--- config.mk ---
export PLATFORM = sky130hd
export DESIGN_NAME = bus_control_unit
export DESIGN_NICKNAME = d
export VERILOG_FILES = /design/src/rtl/bus_control_unit.sv
export SDC_FILE = /design/constraint.sdc
export NUM_CORES = 1
export LEC_CHECK = 0
export BUFFER_PORTS_ARGS = -buffer_cell sky130_fd_sc_hd__buf_4
export CORE_UTILIZATION = 40
export CTS_CLUSTER_DIAMETER = 200
export DETAILED_ROUTE_END_ITERATION = 6
export GPL_TIMING_DRIVEN = 0
export PLACE_DENSITY = 0.86
export SLEW_MARGIN = 20
export SYNTH_ARGS = -nofsm -noshare
export SYNTH_HDL_FRONTEND = slang
export SYNTH_SLANG_ARGS = --single-unit
--- constraint.sdc ---
create_clock -name Clock -period 1.71 [get_ports Clock]
set_clock_uncertainty 0.05 [all_clocks]
set_input_delay 0.342 -clock Clock [delete_from_list [all_inputs] [get_ports Clock]]
set_output_delay 0.342 -clock Clock [all_outputs]
set_load 0.02 [all_outputs]
--- src/rtl/bus_control_unit.sv ---
// Time-step sequencer for the mv/mvi/add/sub datapath.
// Chooses the bus driver each cycle and strobes the register loads.
module bus_control_unit (
  input  logic        Clock,
  input  logic        Reset,
  input  logic        Run,
  input  logic [15:0] DIN,
  output logic [9:0]  Select,
  output logic [7:0]  Rin,
  output logic        Ain,
  output logic        Gin,
  output logic        IRin,
  output logic        AddSub,
  output logic        Done
);

  localparam logic [1:0] T0 = 2'd0;
  localparam logic [1:0] T1 = 2'd1;
  localparam logic [1:0] T2 = 2'd2;
  localparam logic [1:0] T3 = 2'd3;

  localparam logic [9:0] SEL_DIN = 10'h200;
  localparam logic [9:0] SEL_G   = 10'h100;

  logic [1:0] state_q, state_d;
  logic [8:0] ir_q, ir_d;

  logic [2:0] opc, rx, ry;
  logic       op_mv, op_mvi, op_alu, op_undef;

  assign opc = ir_q[8:6];
  assign rx  = ir_q[5:3];
  assign ry  = ir_q[2:0];

  assign op_mv    = (opc == 3'b000);
  assign op_mvi   = (opc == 3'b001);
  assign op_alu   = (opc[2:1] == 2'b01);
  assign op_undef = opc[2];

  // Register k drives the bus through Select[7-k]
  function automatic logic [9:0] sel_reg(
    input logic [2:0] k
  );
    return 10'h080 >> k;
  endfunction

  function automatic logic [7:0] rin_reg(
    input logic [2:0] k
  );
    return 8'h01 << k;
  endfunction

  always_comb begin
    state_d = state_q;
    ir_d    = ir_q;
    Select  = '0;
    Rin     = '0;
    Ain     = 1'b0;
    Gin     = 1'b0;
    IRin    = 1'b0;
    AddSub  = 1'b0;
    Done    = 1'b0;
    unique case (state_q)
      T0: begin
        if (Run) begin
          IRin    = 1'b1;
          ir_d    = DIN[8:0];
          state_d = T1;
        end
      end
      T1: begin
        unique case (1'b1)
          op_mv: begin
            Select  = sel_reg(ry);
            Rin     = rin_reg(rx);
            Done    = 1'b1;
            state_d = T0;
          end
          op_mvi: begin
            Select  = SEL_DIN;
            Rin     = rin_reg(rx);
            Done    = 1'b1;
            state_d = T0;
          end
          op_alu: begin
            Select  = sel_reg(rx);
            Ain     = 1'b1;
            state_d = T2;
          end
          op_undef: begin
            Done    = 1'b1;
            state_d = T0;
          end
          default: state_d = T0;
        endcase
      end
      T2: begin
        Select  = sel_reg(ry);
        Gin     = 1'b1;
        AddSub  = ir_q[6];
        state_d = T3;
      end
      T3: begin
        Select  = SEL_G;
        Rin     = rin_reg(rx);
        Done    = 1'b1;
        state_d = T0;
      end
      default: state_d = T0;
    endcase
  end

  always_ff @(posedge Clock) begin
    if (Reset) begin
      state_q <= T0;
      ir_q    <= '0;
    end else begin
      state_q <= state_d;
      ir_q    <= ir_d;
    end
  end

endmodule

**After elaboration in Yosys (flattened, before gate mapping)**

Index checks and enable logic that the tools add are counted.

- Flip-flop bits (word level): 11
- Bits of input ports: 19
- Logic and storage cells: 31

- Equality and inequality tests: 6
- Shifts and indexed selects: 3
- Mux-type cells: 15
- Reductions and logical operators: 5

Operators by type and width:

| cell | count |
|---|---|
| one-hot mux 10 bit (3 select lines) | 2 |
| right shift 8 x 3 -> 10 bit, first input constant | 2 |
| one-hot mux 8 bit (2 select lines) | 1 |
| 2-to-1 mux 8 bit | 1 |
| one-hot mux 2 bit (4 select lines) | 1 |
| << shifter 1 x 3 -> 8 bit, first input constant | 1 |
| 2-to-1 mux 1 bit | 7 |
| == test 2 x 1 -> 1 bit, second input constant | 2 |
| == test 2 bit, second input constant | 2 |
| 2-to-1 mux 2 bit | 2 |
| == test 3 x 1 -> 1 bit, second input constant | 1 |
| logical NOT 3 bit | 1 |
| OR reduction 3 bit | 1 |
| logical NOT 2 bit | 1 |
| inequality test 2 bit, second input constant | 1 |
| one-hot mux 1 bit (2 select lines) | 1 |
| AND reduction 2 bit | 1 |
| OR reduction 2 bit | 1 |

**Logic depth before layout (Yosys ltp)**

Gate-level depths: netlist (run 1).

- Word-level depth: 4
- Mapped depth: 5
- Depth with buffers taken out: 3

**Least setup slack after synthesis (run 1)**

No wires, ideal clock.

- Kind: reg-to-output
- Start: register state_q[0]
- End: output Select[0]
- Data arrival time: 1.335 ns
- Data required time: 1.318 ns
- Setup slack: -0.017 ns
- Cell stages (with the launch flop): 5
- Buffers on the path: 1
- Cell sequence: dfxtp_1 buf_4 and2b_1 a22oi_2 o22ai_1

- Cells in the longest elaborated chain, start to end: 2
- Elaborated cells on any way between the ends: 4

Ends and longest elaborated chain:

| what | line | RTL |
|---|---|---|
| start, declared | 25 | `logic [1:0] state_q, state_d;` |
| start signal, assigned | 118 | `state_q <= state_d;` |
| == test 2 bit or == test 2 x 1 -> 1 bit (tied branches) | 63 | `unique case (state_q)` |
| one-hot mux 10 bit (3 select lines) * | 63 |  |
| end, declared | 8 | `output logic [9:0] Select,` |

Mark *: on every way between the ends. The rest lies on a longest branch, timed or not.

**Final worst setup path (run 1)**

- Start: register ir_q[7]
- End: output Select[7]

- Cells in the longest elaborated chain, start to end: 3
- Elaborated cells on any way between the ends: 5

Ends and longest elaborated chain:

| what | line | RTL |
|---|---|---|
| start, declared | 26 | `logic [8:0] ir_q, ir_d;` |
| start signal, assigned | 119 | `ir_q <= ir_d;` |
| == test 3 x 1 -> 1 bit (tied with other cells) | 36 | `assign op_mvi = (opc == 3'b001);` |
| one-hot mux 10 bit (3 select lines) * | 72 | `unique case (1'b1)` |
| one-hot mux 10 bit (3 select lines) * | 63 |  |

Marks and branches as above.

==> impl_metrics.env, run 1 <==
export IMPL_end_kind="output pin"
export IMPL_crit_slowest_cell="nor4b_4"
export IMPL_vias=738
export IMPL_wl_per_cell_microns=13.0
export IMPL_clock_path_buffers=2
export IMPL_layout_min_cycle_time_ns=1.95
export IMPL_syn_inst=80
export IMPL_hp_class="in2reg"
export IMPL_arrival_ns=1.56
export IMPL_drc=6
export IMPL_finalHoldViolCount=0
export IMPL_netlist_area_sq_um=686
export IMPL_htree_levels=1
export IMPL_drt_iter0_drc=24
export IMPL_grt_pass1_vias=694
export IMPL_critical_path_top_delay_family="compound AO/OA/AOI/OAI gates"
export IMPL_timing_rr_end="ir_q[2]"
export IMPL_synth_cell_types=22
export IMPL_die_h_microns=43.4
export IMPL_powerDensity_nw_per_um2=647
export IMPL_routed_wl_microns=1800
export IMPL_startpoint_type="flop"
export IMPL_die_w_microns=43.4
export IMPL_dp_slack_ns=-0.0170
export IMPL_outcome="complete, but fails checks"
export IMPL_ioPinCount=42
export IMPL_diodes=0
export IMPL_path_cells="nor4b_4 > a22oi_2 > o32ai_2 > buf_4"
export IMPL_max_slew_margin_pct=69.9
export IMPL_crit_required_ns=1.32
export IMPL_ys_seq_area_share_pct=32.1
export IMPL_ant_nets=0
export IMPL_ff2ff_path_depth=6
export IMPL_gp_congestion=0.807
export IMPL_routed_via_density=5.31
export IMPL_cpPeakStageDelay_ns=0.37
export IMPL_synth_xor_area_share_pct=0
export IMPL_yosys_top_cells_area="dfxtp_1 32%, mux2i_1 13%, nor2_1 12%, o22ai_1 5.5%, o32ai_2 4.7%"
export IMPL_clock_latency_ns=0.26
export IMPL_cp_startpoint="ir_q[7]"
export IMPL_path_depth=4
export IMPL_synth_compound_area_share_pct=17.2
export IMPL_fin_util_pct=69.3
export IMPL_worst_path_buf_inv=1
export IMPL_leakage_nw=0.477
export IMPL_min_period_over_period_pct=114
export IMPL_cts_buffers=3
export IMPL_core_sq_um=1560
export IMPL_cts_tree="done"
export IMPL_timing_critical_path_to="Select[7]"
export IMPL_yosys_mux_area_fraction_pct=13.1
export IMPL_synth_seq_cells=11
export IMPL_violations="design-rule violations, negative setup slack"
export IMPL_clk_pin_slew_ns=0.07
export IMPL_syn_nets=99
export IMPL_yosys_warnings=0
export IMPL_drv_cap=0
export IMPL_ir_drop_mv=0.434
export IMPL_die_area_sq_um=1880
export IMPL_grt_setup_unrepaired="true"
export IMPL_rows=14
export IMPL_antenna_found_initial=0
export IMPL_area_growth_pct=57.7
export IMPL_worst_path_max_fanout=5
export IMPL_finalSetupViolations=9
export IMPL_fin_ws_ns=-0.238
export IMPL_start_util_pct=44.0
export IMPL_synth_top_cell_area_share_pct=32.1
export IMPL_drt_first_pass_iters=6
export IMPL_tightest_slew_ns=0.451
export IMPL_layout_nets=143
export IMPL_cts_hold_buf=0
export IMPL_numClockSinks=11
export IMPL_grt_ovfl_total=0
export IMPL_synth_top_family_by_area="simple AND/OR/NAND/NOR gates"
export IMPL_fmax_mhz=513
export IMPL_synth_adder_area_share_pct=0
export IMPL_fillers=131
export IMPL_rrSetupSlack_ns=0.29
export IMPL_maxSlewViolCount=0
export IMPL_synth_simple_area_share_pct=32.1
export IMPL_grtUsageTotal_pct=20.3
export IMPL_grt_max_degree=11
export IMPL_regToRegStartpoint="state_q[0]"
export IMPL_syn_avg_cell_area_sq_um=8.57
export IMPL_layout_drive_gt1_share_pct=50.4
export IMPL_synthDominantAreaCellType="dfxtp_1"
export IMPL_grt_pass1_wl_microns=2860
export IMPL_io_buffers=34
export IMPL_cts_root_buf="clkbuf_4"
export IMPL_setup_worst_path_class="reg2out"
[worst min path at each step]
stage                     cells past startpoint  startpoint  slack (ns)   end
after floorplan                               1       Reset        0.37  flop
final                                         2       Reset        0.18  flop
after CTS                                     2       Reset        0.17  flop
after global routing                          2       Reset        0.16  flop
after global placement                        2       Reset        0.46  flop
after detailed placement                      2       Reset        0.47  flop
[timing repair]
action | in CTS | in global routing
pin swaps | 7 | 6
setup endpoints to repair | 17 | 20
resized for setup | 14 | 6
setup buffers | 5 | 3
[metal layers]
metal / global-route usage [%] / up-vias / wire length (microns) / share of wire (%)
met5: 0 / - / 0 / 0
met1: 21.3 / 353 / 708 / 39
met4: 9.38 / 0 / 0 / 0
li1: - / 367 / - / -
met2: 40.6 / 18 / 1020 / 57
met3: 1.25 / 0 / 69 / 3.8
[area by class of cell]
class / instances / area, sq um / area share (%)
plain buffers: 2 / 15.0 / 1.39
clock buffers: 4 / 26.3 / 2.43
inverters: 2 / 7.51 / 0.694
multi-input cells: 63 / 453 / 41.9
flip-flops and latches: 11 / 233 / 21.5
well taps: 16 / 20.0 / 1.85
repair buffers: 41 / 327 / 30.2
[registers in the layout, summed over array words and instances (netlist names), named ones only]
register,flops
state_q,1
ir_q,9
[layout by cell type (no fill, tap or decap), drive strengths merged]
cell,instances
buf,42
nor2,22
dfxtp,11
mux2i,9
o22ai,6
clkbuf,5
nand2b,4
nand2,4
and2,3
inv,2
a22oi,2
o32ai,2
o211ai,2
nor3,2
nor3b,1
and4bb,1
nor4b,1
and2b,1
or2,1
nor2b,1
a21boi,1
[power breakdown]
| part | total, mW | switching [mW] | internal (mW) | leakage [nW] |
|---|---|---|---|---|
| combinational | 0.219 | 0.104 | 0.115 | 0.369 |
| sequential | 0.305 | 0.0297 | 0.275 | 0.0929 |
| clock | 0.175 | 0.0852 | 0.0901 | 0.0150 |
| total | 0.699 | 0.219 | 0.480 | 0.477 |
[cells by family after synthesis]
logic type / Yosys count
flops: 11
mux: 9
simple gates: 41
buf+inv: 6
compound gates: 13
[Yosys cell counts]
master	n
and4bb_2	1
nor3b_2	1
nand2_1	4
buf_4	2
nand2b_1	4
o211ai_1	2
inv_1	2
a21boi_0	1
or2_2	1
clkbuf_1	1
nor2b_1	1
dfxtp_1	11
o32ai_2	2
and2_1	3
o22ai_1	6
and2b_1	1
buf_6	1
nor4b_4	1
a22oi_2	2
nor2_1	22
nor3_1	2
mux2i_1	9
[stage by stage]
step                total power [mW]  instances  hold slack (ns)  TNS (ns)  area (sq um)
floorplan                      0.433         80            0.371   -0.0417           692
global placement               0.495        130            0.465         0           967
detailed placement             0.502        130            0.472   -0.0257           967
CTS                            0.700        138            0.174     -1.89          1060
global route                   0.740        139            0.165     -2.68          1080
finish                         0.699        139            0.183     -1.73          1080
(Power assumes the default switching activity.)
==> inputs of run 2 (changes only) <==
--- a/constraint.sdc
+++ b/constraint.sdc
@@ -4,2 +4,2 @@
 set_output_delay 0.342 -clock Clock [all_outputs]
-set_load 0.02 [all_outputs]
+set_load 0.01 [all_outputs]
==> run 2 against run 1 <==
The flow still finishes with violations (design-rule violations, negative setup slack). Clock power about the same. Sequential share of layout area increased by 0.67 points. First-iteration DRC count decreased by 25%. Routed wire length is 6.7% lower. Total power shrank 3.9%. Worst setup slack improved by 0.048 ns. Register-to-register slack improved by 0.07 ns. Core utilization decreased by 2.1 points. Critical endpoint unchanged.
==> impl_metrics.env, run 2 (synthesis gave the netlist of run 1 again) <==
export IMPL_power_switching_mw=0.197
export IMPL_diodes=0
export IMPL_violations="design-rule violations, negative setup slack"
export IMPL_pwr_share_clk_pct=25.9
export IMPL_start_util_pct=44.0
export IMPL_setup_worst_path_class="reg2out"
export IMPL_cts_tree="done"
export IMPL_max_slew_margin_pct=69.7
export IMPL_grt_setup_unrepaired="true"
export IMPL_rows=14
export IMPL_fin_util_pct=67.3
export IMPL_ant_nets=0
export IMPL_crit_required_ns=1.32
export IMPL_leakage_nw=0.472
export IMPL_ioPinCount=42
export IMPL_clock_latency_ns=0.27
export IMPL_final_common_cell="buf_4"
export IMPL_finalSetupTns_ns=-1.24
export IMPL_htree_levels=1
export IMPL_maxSlewViolCount=0
export IMPL_pwr_share_seq_pct=45.1
export IMPL_worst_path_max_fanout=4
export IMPL_grt_ovfl_total=0
export IMPL_grt_pass1_vias=655
export IMPL_gp_congestion=0.771
export IMPL_worst_path_buf_inv=1
export IMPL_min_period_over_period_pct=111
export IMPL_final_cell_mix="39 x buf_4, 22 x nor2_1, 9 x mux2i_1"
export IMPL_core_sq_um=1560
export IMPL_drv_cap=0
export IMPL_ir_drop_mv=0.423
export IMPL_layout_drive_gt1_share_pct=48.0
export IMPL_largest_registers="ir_q x9, state_q x1"
export IMPL_tightest_slew_ns=0.454
export IMPL_cts_root_buf="clkbuf_4"
export IMPL_dp_hpwl_microns=1300
export IMPL_clock_path_buffers=2
export IMPL_vias=712
export IMPL_area_growth_pct=52.9
export IMPL_arrival_ns=1.51
export IMPL_routed_wl_microns=1680
export IMPL_drt_first_pass_iters=7
export IMPL_fin_ws_ns=-0.190
export IMPL_drt_iter0_drc=18
export IMPL_finalHoldViolCount=0
export IMPL_cpPeakStageDelay_ns=0.36
export IMPL_switching_share_pct=29.3
export IMPL_wl_per_cell_microns=12.1
export IMPL_hp_class="in2reg"
export IMPL_fillers=113
export IMPL_routed_via_density=5.12
export IMPL_die_area_sq_um=1880
export IMPL_critical_path_top_delay_family="compound AO/OA/AOI/OAI gates"
export IMPL_finalSetupViolations=9
export IMPL_hold_slack_ns=0.179
export IMPL_combPwrFrac_pct=29.0
export IMPL_grt_pass1_wl_microns=2580
export IMPL_die_h_microns=43.4
export IMPL_power_mw=0.672
export IMPL_drc=4
export IMPL_path_cells="nor4b_4 > a22oi_2 > o32ai_2 > buf_4"
export IMPL_powerDensity_nw_per_um2=641
export IMPL_outcome="complete, but fails checks"
export IMPL_grtUsageTotal_pct=18.5
export IMPL_layout_min_cycle_time_ns=1.90
export IMPL_end_kind="output pin"
export IMPL_largest_register="ir_q"
export IMPL_layout_nets=143
export IMPL_io_buffers=34
export IMPL_power_internal_mw=0.475
export IMPL_cts_buffers=3
export IMPL_antenna_found_initial=0
export IMPL_numClockSinks=11
export IMPL_fmax_mhz=526
export IMPL_die_w_microns=43.4
export IMPL_grt_max_degree=11
export IMPL_largest_reg_flops=9
export IMPL_crit_slowest_cell="dfxtp_4"
export IMPL_clk_pin_slew_ns=0.07
export IMPL_startpoint_type="flop"
run 2: cell counts in the layout (fill, tap and decap cells not counted):
No cell type changed its count.
run 2: timing repair:
item,CTS,global route
gates resized for setup,8,5
pin swaps,7,6
setup endpoints to repair,17,15
buffers inserted,4,3
gates cloned,0,0
hold buffers,0,0
run 2: power by group through the flow:
stage	clock, mW	combinational (mW)	sequential [mW]
6_report	0.174	0.195	0.303
5_1_grt	0.196	0.211	0.308
4_1_cts	0.182	0.190	0.304
3_5_place_dp	0	0.184	0.303
3_3_place_gp	0	0.178	0.301
2_1_floorplan	0	0.121	0.298
run 2: worst paths after layout:
path                    from   endpoint  slack (ns)  cells past startpoint
setup / recovery     ir_q[7]  Select[7]       -0.19                      4
hold reg to reg      ir_q[8]    ir_q[8]        0.49                      2
setup reg to reg  state_q[0]    ir_q[5]        0.36                      6
hold / removal         Reset       flop        0.18                      2
run 2: final cells by class:
| class | count | area (sq um) | share of cell area (%) |
|---|---|---|---|
| plain buffers | 2 | 15.0 | 1.43 |
| well taps | 16 | 20.0 | 1.91 |
| inverters | 2 | 7.51 | 0.716 |
| multi-input cells | 63 | 432 | 41.2 |
| repair buffers | 41 | 315 | 30.1 |
| clock buffers | 4 | 26.3 | 2.51 |
| flip-flops and latches | 11 | 233 | 22.2 |
run 2: per-stage QoR:
step           cells  setup WS [ns]  instance area [sq um]
5_1_grt          139         -0.258                   1050
2_1_floorplan     80          0.173                    686
3_5_place_dp     130         0.0242                    961
4_1_cts          137         -0.205                   1020
3_3_place_gp     130         0.0277                    961
6_report         139         -0.190                   1050
run 2: per-layer routing:
layer	share of wire, %	global-route usage [%]	vias to the layer above
li1	-	-	367
met1	43	21.4	326
met2	52	31.5	17
met3	4.3	5.00	2
met4	0.71	8.75	0
met5	0	0	-
==> inputs of run 3 (changes only) <==
- ABC_AREA: unset -> 1
- CORE_MARGIN: unset -> 5
- PLACE_DENSITY: 0.86 -> 0.83
- SKIP_LAST_GASP: unset -> 1
==> run 3 against run 2 <==
The run ends with negative setup slack left. Final cell count is 53% higher. Design area is 22% higher. Via count is 50% higher. Fmax is 7.9% higher. Sequential cell count stayed put. Total power is 2.1% lower. Non-clock buffer count is 2 lower. Die area is 63% higher. Clock power hardly changed. Synthesized cell count is 79% higher. Critical endpoint unchanged. Largest cell class unchanged.
==> impl_metrics.env, run 3 <==
export IMPL_outcome="complete, but fails checks"
export IMPL_violations="negative setup slack"
export IMPL_worst_path_max_fanout=5
export IMPL_netlist_area_sq_um=826
export IMPL_synthDominantAreaCellType="nand2_1"
export IMPL_ys_seq_area_share_pct=26.7
export IMPL_max_slew_margin_pct=72.0
export IMPL_drc=0
export IMPL_syn_inst=143
export IMPL_largest_register="ir_q"
export IMPL_ioPinCount=42
export IMPL_tightest_slew_ns=0.421
export IMPL_drt_iter0_drc=20
export IMPL_fin_ws_ns=-0.0517
export IMPL_timing_critical_path_to="Select[7]"
export IMPL_end_kind="output pin"
export IMPL_ir_drop_mv=0.448
export IMPL_clk_pin_slew_ns=0.07
export IMPL_start_util_pct=42.1
export IMPL_wl_per_cell_microns=11.7
export IMPL_synthTopCellsByCount="59 x nand2_1, 21 x nor2_1, 11 x dfxtp_1"
export IMPL_combPwrFrac_pct=28.7
export IMPL_die_w_microns=55.4
export IMPL_path_cells="inv_4 > nand2_4 > nor3_4 > nand3_1 > nand2_1 > buf_4"
export IMPL_antenna_found_initial=0
export IMPL_synth_edff_count=0
export IMPL_vias=1068
export IMPL_layout_min_cycle_time_ns=1.76
export IMPL_diodes=0
export IMPL_synth_most_common_cell="nand2_1"
export IMPL_dp_hpwl_microns=1790
export IMPL_crit_slowest_cell="dfxtp_4"
export IMPL_ys_flop_type="dfxtp_1"
export IMPL_grt_max_degree=11
export IMPL_power_mw=0.658
export IMPL_grtUsageTotal_pct=14.7
export IMPL_routed_via_density=5.01
export IMPL_synth_cell_types=21
export IMPL_rrSetupSlack_ns=0.56
export IMPL_synth_top_cell_area_share_pct=26.8
export IMPL_area_growth_pct=55.5
export IMPL_die_h_microns=55.4
export IMPL_clock_latency_ns=0.26
export IMPL_drv_cap=0
export IMPL_startpoint_type="flop"
export IMPL_setup_worst_path_class="reg2out"
export IMPL_htree_levels=1
export IMPL_powerDensity_nw_per_um2=513
export IMPL_ant_nets=0
export IMPL_core_sq_um=1960
export IMPL_finalSetupTns_ns=-0.103
export IMPL_ys_async_sr_fraction_pct=0
export IMPL_power_switching_mw=0.220
export IMPL_crit_required_ns=1.32
export IMPL_holdPathStages=2
export IMPL_grt_pass1_vias=926
export IMPL_fmax_mhz=568
export IMPL_arrival_ns=1.37
export IMPL_cts_buffers=3
export IMPL_final_cell_mix="53 x nand2_1, 36 x buf_4, 16 x nor2_1"
export IMPL_yosys_warnings=0
export IMPL_cts_root_buf="clkbuf_4"
export IMPL_routed_wl_microns=2490
export IMPL_min_period_over_period_pct=103
export IMPL_synth_seq_cells=11
export IMPL_grt_pass1_wl_microns=3740
export IMPL_die_area_sq_um=3070
export IMPL_drt_first_pass_iters=4
export IMPL_switching_share_pct=33.4
export IMPL_io_buffers=34
export IMPL_largest_reg_flops=9
export IMPL_rows=16
export IMPL_finalHoldViolCount=0
export IMPL_syn_nets=162
export IMPL_ff2ff_path_depth=6
export IMPL_yosys_top_cells_area="nand2_1 27%, dfxtp_1 27%, nor2_1 9.5%, a21oi_1 5.5%, nand3_1 4.8%"
export IMPL_grt_setup_unrepaired="true"
export IMPL_maxSlewViolCount=0
export IMPL_grt_ovfl_total=0
export IMPL_final_common_cell="nand2_1"
export IMPL_cpPeakStageDelay_ns=0.37
export IMPL_power_internal_mw=0.439
export IMPL_finalSetupViolations=6
export IMPL_pwr_share_seq_pct=45.0
export IMPL_layout_drive_gt1_share_pct=45.7
export IMPL_syn_avg_cell_area_sq_um=5.77
export IMPL_largest_registers="ir_q x9, state_q x1"
export IMPL_pwr_share_clk_pct=26.3
export IMPL_cts_tree="done"
export IMPL_gp_congestion=0.836
export IMPL_layout_nets=206
export IMPL_hp_class="in2reg"
export IMPL_leakage_nw=0.606
export IMPL_numClockSinks=11
export IMPL_clock_path_buffers=2
-- run 3: cell count changes in the layout (fill, tap and decap cells not counted), sizes merged, moves of 3 or more --
| cell | change |
|---|---|
| nand2 | +58 |
| inv | +13 |
| and2 | -3 |
| mux2i | -9 |
| nand3 | +9 |
| nand2b | -4 |
| o21ai | +5 |
| o22ai | -6 |
| a21oi | +9 |
-- run 3: final cells by class --
cell class	instances	area, sq um
plain buffers	2	15.0
clock buffers	4	26.3
fillers	190	678
inverters	15	63.8
multi-input cells	115	606
flip-flops and latches	11	235
well taps	27	33.8
repair buffers	39	304
-- run 3: timing repair --
item	CTS	global route
endpoints found under the setup margin	16	9
setup buffers	0	5
hold buffers	0	0
pin swaps	0	12
cloned	0	0
resized for setup	9	28
-- run 3: worst min-delay path by stage --
stage                  from          to  slack [ns]
finish                Reset  state_q[0]        0.20
global route          Reset  state_q[0]        0.19
detailed placement  ir_q[6]     ir_q[6]        0.42
CTS                   Reset  state_q[0]        0.19
floorplan             Reset  state_q[0]        0.37
global placement    ir_q[6]     ir_q[6]        0.41
-- run 3: cells by family after synthesis --
logic type	synth area share [%]
AOI/OAI and AO/OA	9.85
and+or+nand+nor	55.0
buffers and inverters	8.49
DFF	26.7
-- run 3: critical path, delay by kind of cell, from the launching register on --
family / cells / cell delay (ns)
buffers and inverters: 2 / 0.20
DFF: 1 / 0.37
and+or+nand+nor: 4 / 0.54
-- run 3: power groups by stage --
stage / registers, mW / clock network, mW / logic [mW]
after floorplan: 0.294 / 0 / 0.107
after global placement: 0.296 / 0 / 0.159
after detailed placement: 0.298 / 0 / 0.165
after CTS: 0.294 / 0.180 / 0.168
after global routing: 0.299 / 0.187 / 0.206
final: 0.296 / 0.173 / 0.189
-- run 3: stage by stage --
| stage | hold slack (ns) | util (%) | std cells | setup slack [ns] | instance area [sq um] |
|---|---|---|---|---|---|
| 2_1_floorplan | 0.369 | - | 143 | 0.360 | 826 |
| 3_3_place_gp | 0.406 | 56.8 | 204 | 0.261 | 1110 |
| 3_5_place_dp | 0.417 | 56.8 | 204 | 0.230 | 1110 |
| 4_1_cts | 0.195 | 58.9 | 208 | -0.00193 | 1160 |
| 5_1_grt | 0.189 | 65.4 | 213 | -0.149 | 1280 |
| 6_report | 0.197 | 65.4 | 213 | -0.0517 | 1280 |
-- run 3: layer usage --
layer | track usage (%) | wire length [microns] | vias up
li1 | - | - | 536
met5 | 0 | 0 | -
met2 | 26.7 | 1260 | 52
met3 | 3.50 | 196 | 6
met1 | 15.9 | 987 | 474
met4 | 6.25 | 42 | 0
